### src/rtl/sata_fifo_pkg.sv
// Shared types for the SATA ping-pong FIFO controllers: the reader FSM state
// encoding and the round-robin priority search used by read and write sides.
package sata_fifo_pkg;

   typedef enum logic [1:0] {
      IDLE,
      GRANT,
      XFER,
      RELEASE
   } rr_state_t;

   localparam int unsigned RR_MAX_CH = 8;
   localparam int unsigned RR_IDX_W  = 3;

   typedef struct packed {
      logic                valid;
      logic [RR_IDX_W-1:0] idx;
   } rr_pick_t;

   // First ready channel strictly after last_grant, wrapping modulo num_ch.
   function automatic rr_pick_t rr_next(input logic [RR_MAX_CH-1:0] ready_vec,
                                        input logic [RR_IDX_W-1:0]  last_grant,
                                        input int unsigned          num_ch);
      rr_pick_t            pick;
      logic [RR_IDX_W-1:0] idx;
      pick = '0;
      for (int unsigned k = 1; k <= RR_MAX_CH; k++) begin
         idx = RR_IDX_W'((32'(last_grant) + k) % num_ch);
         if (k <= num_ch && !pick.valid && ready_vec[idx]) begin
            pick.valid = 1'b1;
            pick.idx   = idx;
         end
      end
      return pick;
   endfunction

endpackage

### src/rtl/rr_pick.sv
// Combinational round-robin selector: picks the next ready channel after
// last_grant. Shared by the read- and write-side ping-pong FIFO controllers.
module rr_pick
   import sata_fifo_pkg::*;
#(
   parameter int NUM_CH = 2,
   localparam int IDX_W = $clog2(NUM_CH)
) (
   input  logic [NUM_CH-1:0] ready_vec,
   input  logic [IDX_W-1:0]  last_grant,
   output logic              valid,
   output logic [IDX_W-1:0]  idx
);

   rr_pick_t pick;

   always_comb begin
      pick  = rr_next(RR_MAX_CH'(ready_vec), RR_IDX_W'(last_grant), NUM_CH);
      valid = pick.valid;
      idx   = pick.idx[IDX_W-1:0];
   end

endmodule

### src/rtl/ppfifo_rr_reader.sv
// Round-robin read controller draining NUM_CH ping-pong FIFOs into one registered
// valid/ready stream. Define PPFIFO_RR_READER_STATS_EN to add per-channel burst counters.
module ppfifo_rr_reader
   import sata_fifo_pkg::*;
#(
   parameter int NUM_CH     = 2,
   parameter int DATA_WIDTH = 32,
   parameter int SIZE_WIDTH = 24,
   localparam int CH_W      = $clog2(NUM_CH)
) (
   input  logic                           clk,
   input  logic                           rst,
   input  logic                           enable,
   input  logic [NUM_CH-1:0]              ch_ready,
   output logic [NUM_CH-1:0]              ch_activate,
   input  logic [NUM_CH*SIZE_WIDTH-1:0]   ch_size,
   output logic [NUM_CH-1:0]              ch_strobe,
   input  logic [NUM_CH*DATA_WIDTH-1:0]   ch_data,
   output logic                           out_valid,
   input  logic                           out_ready,
   output logic [DATA_WIDTH-1:0]          out_data,
   output logic [CH_W-1:0]                out_channel,
   output logic                           out_last,
   output logic                           busy
`ifdef PPFIFO_RR_READER_STATS_EN
   ,
   output logic [NUM_CH*16-1:0]           stat_bursts
`endif
);

   rr_state_t             state_q, state_d;
   logic [CH_W-1:0]       grant_q, grant_d;
   logic [CH_W-1:0]       last_grant_q, last_grant_d;
   logic [SIZE_WIDTH-1:0] size_q, size_d;
   logic [SIZE_WIDTH-1:0] count_q, count_d, count_inc;
   logic [NUM_CH-1:0]     activate_q, activate_d;
   logic                  out_valid_q, out_valid_d;
   logic                  out_last_q, out_last_d;
   logic [DATA_WIDTH-1:0] out_data_q, out_data_d;
   logic [CH_W-1:0]       out_channel_q, out_channel_d;

   logic                  pick_valid;
   logic [CH_W-1:0]       pick_idx;
   logic [DATA_WIDTH-1:0] sel_data;
   logic [SIZE_WIDTH-1:0] sel_size;
   logic                  strobe;

   rr_pick #(.NUM_CH(NUM_CH)) u_pick (
      .ready_vec  (ch_ready),
      .last_grant (last_grant_q),
      .valid      (pick_valid),
      .idx        (pick_idx)
   );

   always_comb begin
      sel_data = '0;
      sel_size = '0;
      for (int c = 0; c < NUM_CH; c++) begin
         if (grant_q == CH_W'(c))  sel_data = ch_data[c*DATA_WIDTH +: DATA_WIDTH];
         if (pick_idx == CH_W'(c)) sel_size = ch_size[c*SIZE_WIDTH +: SIZE_WIDTH];
      end
   end

   assign count_inc = count_q + 1'b1;
   // A word leaves the FIFO only when the output register is free or emptying this cycle.
   assign strobe    = (state_q == XFER) && (count_q < size_q) && (!out_valid_q || out_ready);

   always_comb begin
      // NOTE: every *_d and combinational output is defaulted first, so no branch infers a latch.
      state_d       = state_q;
      grant_d       = grant_q;
      last_grant_d  = last_grant_q;
      size_d        = size_q;
      count_d       = count_q;
      activate_d    = activate_q;
      out_valid_d   = out_valid_q;
      out_data_d    = out_data_q;
      out_channel_d = out_channel_q;
      out_last_d    = out_last_q;
      ch_strobe     = '0;

      case (state_q)
         IDLE: begin
            if (enable && pick_valid) begin
               grant_d = pick_idx;
               size_d  = sel_size;
               count_d = '0;
               state_d = GRANT;
            end
         end
         GRANT: begin
            activate_d = NUM_CH'(1) << grant_q;
            state_d    = XFER;
         end
         XFER: begin
            if (count_q == size_q) begin
               activate_d   = '0;
               last_grant_d = grant_q;
               state_d      = RELEASE;
            end else if (strobe) begin
               ch_strobe = NUM_CH'(1) << grant_q;
               count_d   = count_inc;
            end
         end
         RELEASE: state_d = IDLE;
         default: state_d = IDLE;
      endcase

      if (out_valid_q && out_ready) out_valid_d = 1'b0;
      if (strobe) begin
         out_valid_d   = 1'b1;
         out_data_d    = sel_data;
         out_channel_d = grant_q;
         out_last_d    = (count_inc == size_q);
      end
   end

   // NOTE: sequential state uses non-blocking assignments so every flop samples pre-edge values.
   always_ff @(posedge clk or posedge rst) begin
      if (rst) begin
         state_q       <= IDLE;
         grant_q       <= '0;
         last_grant_q  <= CH_W'(NUM_CH - 1);
         size_q        <= '0;
         count_q       <= '0;
         activate_q    <= '0;
         out_valid_q   <= 1'b0;
         out_data_q    <= '0;
         out_channel_q <= '0;
         out_last_q    <= 1'b0;
      end else begin
         state_q       <= state_d;
         grant_q       <= grant_d;
         last_grant_q  <= last_grant_d;
         size_q        <= size_d;
         count_q       <= count_d;
         activate_q    <= activate_d;
         out_valid_q   <= out_valid_d;
         out_data_q    <= out_data_d;
         out_channel_q <= out_channel_d;
         out_last_q    <= out_last_d;
      end
   end

   assign ch_activate = activate_q;
   assign out_valid   = out_valid_q;
   assign out_data    = out_data_q;
   assign out_channel = out_channel_q;
   assign out_last    = out_last_q;
   assign busy        = (state_q != IDLE) || out_valid_q;

`ifdef PPFIFO_RR_READER_STATS_EN
   logic [NUM_CH*16-1:0] stat_q, stat_d;

   always_comb begin
      stat_d = stat_q;
      for (int c = 0; c < NUM_CH; c++) begin
         if (state_q == XFER && count_q == size_q && grant_q == CH_W'(c))
            stat_d[c*16 +: 16] = stat_q[c*16 +: 16] + 16'd1;
      end
   end

   always_ff @(posedge clk or posedge rst) begin
      if (rst) stat_q <= '0;
      else     stat_q <= stat_d;
   end

   assign stat_bursts = stat_q;
`endif

endmodule

### config.mk
export PLATFORM = sky130hd
export DESIGN_NAME = ppfifo_rr_reader
export DESIGN_NICKNAME = d
export VERILOG_FILES = /design/src/rtl/sata_fifo_pkg.sv /design/src/rtl/rr_pick.sv /design/src/rtl/ppfifo_rr_reader.sv
export SDC_FILE = /design/constraint.sdc
export NUM_CORES = 1
export LEC_CHECK = 0
export ABC_AREA = 0
export BUFFER_PORTS_ARGS = -buffer_cell sky130_fd_sc_hd__buf_2
export CAP_MARGIN = 20
export CORE_MARGIN = 2
export CORE_UTILIZATION = 45
export DETAILED_ROUTE_END_ITERATION = 16
export MAX_ROUTING_LAYER = met4
export PLACE_DENSITY_LB_ADDON = 0.08
export SLEW_MARGIN = 5
export SYNTH_ARGS = -nofsm -noshare
export SYNTH_HDL_FRONTEND = slang
export SYNTH_SLANG_ARGS = --single-unit
### constraint.sdc
create_clock -name clk -period 2.7 [get_ports clk]
set_input_delay 0.27 -clock clk [delete_from_list [all_inputs] [get_ports clk]]
set_output_delay 0.27 -clock clk [all_outputs]
set_load 0.02 [all_outputs]
* Word-level counts from Yosys, hierarchy flattened
Index checks and enable logic that the tools add are counted.
Cells by class: add/sub/neg operators 3, magnitude comparators 3, eq/ne operators 9, shift-type cells 1, multiplexer cells 22, reductions and logical operators 19
Operators with widths (number):
- two-way mux 24 bit | 4
- equality test 24 bit | 2
- case mux 24 bit (2 select lines) | 1
- two-way mux 32 bit | 1
- adder 24 x 1 -> 24 bit, second input constant | 1
- less-than comparator 24 bit | 1
- two-way mux 2 bit | 6
- less-than comparator 1 x 4 -> 1 bit, second input constant | 2
- two-way mux 4 bit | 2
- case mux 2 bit (4 select lines) | 1
- AND reduction 2 bit | 4
- nonzero test 2 bit | 4
- two-way mux 1 bit | 6
- != test 2 bit, second input constant | 3
- logical AND 1 bit | 5
- equality test 2 bit, second input constant | 2
- case mux 2 bit (2 select lines) | 1
- AND reduction 4 bit | 1
- adder 1 bit, second input constant | 2
- equality test 2 x 1 -> 1 bit, second input constant | 1
- logical NOT 1 bit | 2
- logical NOT 2 bit | 1
- logical OR 1 bit | 2
- != test 2 x 1 -> 1 bit, second input constant | 1
- left shift 1 x 1 -> 2 bit, first input constant | 1
Storage, ports and cells: bits in registers 89, output and inout bits 40

* Logic depth before layout (Yosys ltp)
depth after elaboration 10, gate-level depth with buffers 11

* Modules after synthesis
Synthesis repeated with hierarchy kept, for this count alone.
Unflattened totals: cell total of the unflattened synthesis 601, area total of the unflattened synthesis 5650.4 µm²
By module, submodules not included:
- ppfifo_rr_reader | instances 1, cells each 599, area each 5636.7 µm², seq. area each 2228.4 µm²
- rr_pick | instances 1, cells each 2, area each 13.8 µm², seq. area each 0.0 µm²

* Least setup slack after synthesis
Ideal clock, no wire load.
path kind reg2out, from reg count_q[10], to out ch_strobe[0], arrival 2146 ps, required time 2430 ps, path slack 284 ps, stages on the path, launching flop included 9, cells stage by stage dfrtp_1 > ha_1 > and3_1 > a221o_1 > nand2_1 > nand4_1 > nand3b_4 > clkbuf_1 > nor2_1
On the way: cells in the longest elaborated chain, start to end 6, elaborated cells on any way between the ends 7, those cells by class order compare: 1; eq/ne: 1; mux: 3; reduce/logical: 2
Ends and longest elaborated chain:
- start, declared | line ppfifo_rr_reader.sv:35 | logic [SIZE_WIDTH-1:0] count_q, count_d, count_inc;
- start signal, assigned | line ppfifo_rr_reader.sv:136 | count_q <= count_d;
- less-than comparator 24 bit | line ppfifo_rr_reader.sv:66 | assign strobe = (state_q == XFER) && (count_q < size_q) && (!out_valid_q || out_ready);
- logical AND 1 bit (2 in a row) | line ppfifo_rr_reader.sv:66
- two-way mux 2 bit | line ppfifo_rr_reader.sv:100 | end else if (strobe) begin
- two-way mux 2 bit * | line ppfifo_rr_reader.sv:96 | if (count_q == size_q) begin
- two-way mux 2 bit * | line ppfifo_rr_reader.sv:82 | case (state_q)
- end, declared | line ppfifo_rr_reader.sv:17 | output logic [NUM_CH-1:0] ch_strobe,
Mark *: on every way between the ends. The rest lies on a longest branch, timed or not.

* Worst setup path after layout
from reg count_q[23], to out ch_strobe[0]
Same word-level chain as after synthesis.

==> flow_summary.json <==
{
  "status": "finished with violations",
  "failed_checks": "hold timing",
  "leakage_nw": 3.72,
  "layout-drive-gt1-share_pct": 36.9,
  "post-route-min-period_ps": 2610,
  "gp_congestion": 0.921,
  "critPathRequiredTime_ps": 2430,
  "critical_path_arrival_ps": 2340,
  "netSwitchingFraction_pct": 42.6,
  "grt_start_max_net_pins": 47,
  "cap_violations": 0,
  "synth_sequential_area_ratio_pct": 38.7,
  "clk_pin_slew_ps": 70,
  "io_pins": 158,
  "timing.final.crit_share_pct": 96.6,
  "final_antenna_net_count": 0,
  "p_int_mw": 4.05,
  "synthArstFlopShare_pct": 100,
  "syn_inst": 616,
  "grt_pass1_vias": 5298,
  "ir_drop_v": 0.000528,
  "setup-violations-final": 0,
  "die_area_um2": 13700,
  "die_h_um": 117,
  "cp-end-kind": "output port",
  "core_um2": 12600,
  "ctsHoldBuffers": 0,
  "clockPowerShare_pct": 18.5,
  "cts.path.max_buffers": 2,
  "start_kind": "register",
  "holdWs_ps": -5.91,
  "port_buffers": 157,
  "rows": 41,
  "dp.cells": 966,
  "crit_fanout": 6,
  "htree_levels": 3,
  "hp-class": "in -> async",
  "hold_viol": 3,
  "viasPerCell": 5.43,
  "drc": 0,
  "timing.fmax_mhz": 383,
  "vias": 5429,
  "nets": 967,
  "powerDensity_nw_per_um2": 915,
  "initial_core_util_pct": 45.8,
  "seqCellArea_um2": 2230,
  "clock_latency_ps": 350,
  "grt_use_met2_pct": 39.9,
  "max-slew-margin-rel_pct": 44.8,
  "cts_tree": "yes",
  "cts_root_buffer": "clkbuf_16",
  "ys_warn_count": 0,
  "comb_power_share_pct": 50.2,
  "multi_input_area_um2": 3390,
  "final_common_cell": "buf_2",
  "firstDrtPassIters": 4,
  "dp_hpwl_um": 12600,
  "ys_ff_latch": 89,
  "drt_iter0_drc": 256,
  "clkSinkCount": 89,
  "rsz0062_at_grt": "true",
  "power_mw": 7.05,
  "wirelength_um": 16600,
  "p_sw_mw": 3.00,
  "worstSetupPathType": "reg -> out",
  "final_cell_mix": "buf_2, dfrtp_1, buf_4",
  "syn_area_per_cell_um2": 9.35,
  "worstMarginPinSlew_ps": 826,
  "clock-skew-final_ps": 6.09,
  "n_antenna_cell": 0,
  "grt_most_used_layer": "met2",
  "cts_buffers": 9,
  "synth-main-ff-cell": "dfrtp_1",
  "grt_use_met3_pct": 3.24,
  "syn_nets": 761,
  "pwr-share-seq_pct": 31.4,
  "fin_cells": 999,
  "routedWlPerCell_um": 16.6,
  "area_growth_pct": 33.7,
  "ys_types": 64,
  "gr-total-overflow": 0,
  "grt_pass1_wl_um": 26100,
  "syn-cell-area_um2": 5760,
  "nFillCells": 1093,
  "synth-edff-count": 0,
  "antenna_found_initial": 0,
  "grtUsageTotal_pct": 25.4,
  "grtUsageMet1_pct": 33.2,
  "die_w_um": 117,
  "drv_slew": 0
}
==> cells in the mapped netlist (all sizes together) (8+ instances only) <==
master / n / area (µm²)
a21oi: 46 / 230
clkbuf: 35 / 173
dfrtp: 88 / 2200
ha: 27 / 338
inv: 34 / 128
mux2i: 57 / 571
nand2: 52 / 195
nand3: 19 / 100
nand4: 12 / 96.3
nor2: 43 / 161
nor3: 8 / 45.0
nor4: 9 / 98.8
o21ai: 35 / 175
o311ai: 19 / 166
o31ai: 23 / 178
xnor2: 18 / 158
xor2: 10 / 87.6
==> state kept, by name, indices dropped and copies added, names as in the netlist, 2 cells and up <==
signal,count
ch_activate,2
count_q,24
out_data,32
size_q,24
state_q,2
==> final timing paths <==
path / start / end / slack [ps] / cells past startpoint
setup / recovery: count_q[23] / ch_strobe[0] / 90 / 8
hold / removal: rst / out_data[4] / -6 / 2
setup reg to reg: size_q[11] / count_q[22] / 120 / 10
hold reg to reg: ch_activate[0] / ch_activate[0] / 500 / 1
max in group asynchronous: rst / last_grant_q / 2010 / 3
min in group clk: ch_size[4] / size_q[4] / 210 / 3
==> critical path, stage by stage, from the launching register on <==
cell	delay, ps
dfrtp_1	450
ha_4	310
nand4_1	190
nor4_4	300
and3_4	260
nand2_1	120
nand3b_4	160
nor2_4	40
buf_6	160
==> cell families after synthesis <==
logic type / Yosys count / synth area share (%)
AO/OA/AOI/OAI: 159 / 18.1
XOR/XNOR: 28 / 4.26
adder cells (fa/ha/maj): 27 / 5.86
buffers and inverters: 76 / 6.01
flip-flops: 89 / 38.7
multiplexers: 59 / 10.3
AND/OR/NAND/NOR: 178 / 16.8
==> per-stage QoR <==
stage | instance area, µm² | util (%) | setup WS [ps] | TNS (ps)
global route | 7700 | 61.3 | -21.8 | -56.2
CTS | 7380 | 58.7 | 0.688 | 0
detailed placement | 7060 | 56.2 | 32.0 | 0
global placement | 7060 | 56.2 | 137 | 0
finish | 7700 | 61.3 | 91.8 | 0
floorplan | 5760 | - | 125 | 0
==> power groups by stage <==
stage / clock network [mW] / logic, mW / registers (mW)
2_1_floorplan: 0 / 1.83 / 2.44
3_3_place_gp: 0 / 3.16 / 2.22
3_5_place_dp: 0 / 3.24 / 2.22
4_1_cts: 1.32 / 3.25 / 2.22
5_1_grt: 1.38 / 3.89 / 2.27
6_report: 1.30 / 3.54 / 2.21
==> area by class of cell <==
cell class / count / area share [%]
Timing Repair Buffer: 237 / 18.5
Tap cell: 172 / 2.79
Multi-Input combinational cell: 451 / 44.1
Sequential cell: 89 / 29.0
Clock buffer: 10 / 3.10
Clock inverter: 6 / 0.845
Inverter: 34 / 1.67
==> routing by layer <==
metal | up-vias | routed length, µm
met4 | 0 | 503
met2 | 167 | 7890
met5 | - | 0
li1 | 2658 | -
met3 | 34 | 715
met1 | 2570 | 7480
==> timing repair <==
item                       4_1_cts  5_1_grt
pin swaps                        2       17
gates resized for setup          3       43
setup endpoints to repair        2       29
setup buffers                    0       17
No activity file was read; power rests on OpenSTA's default activity.
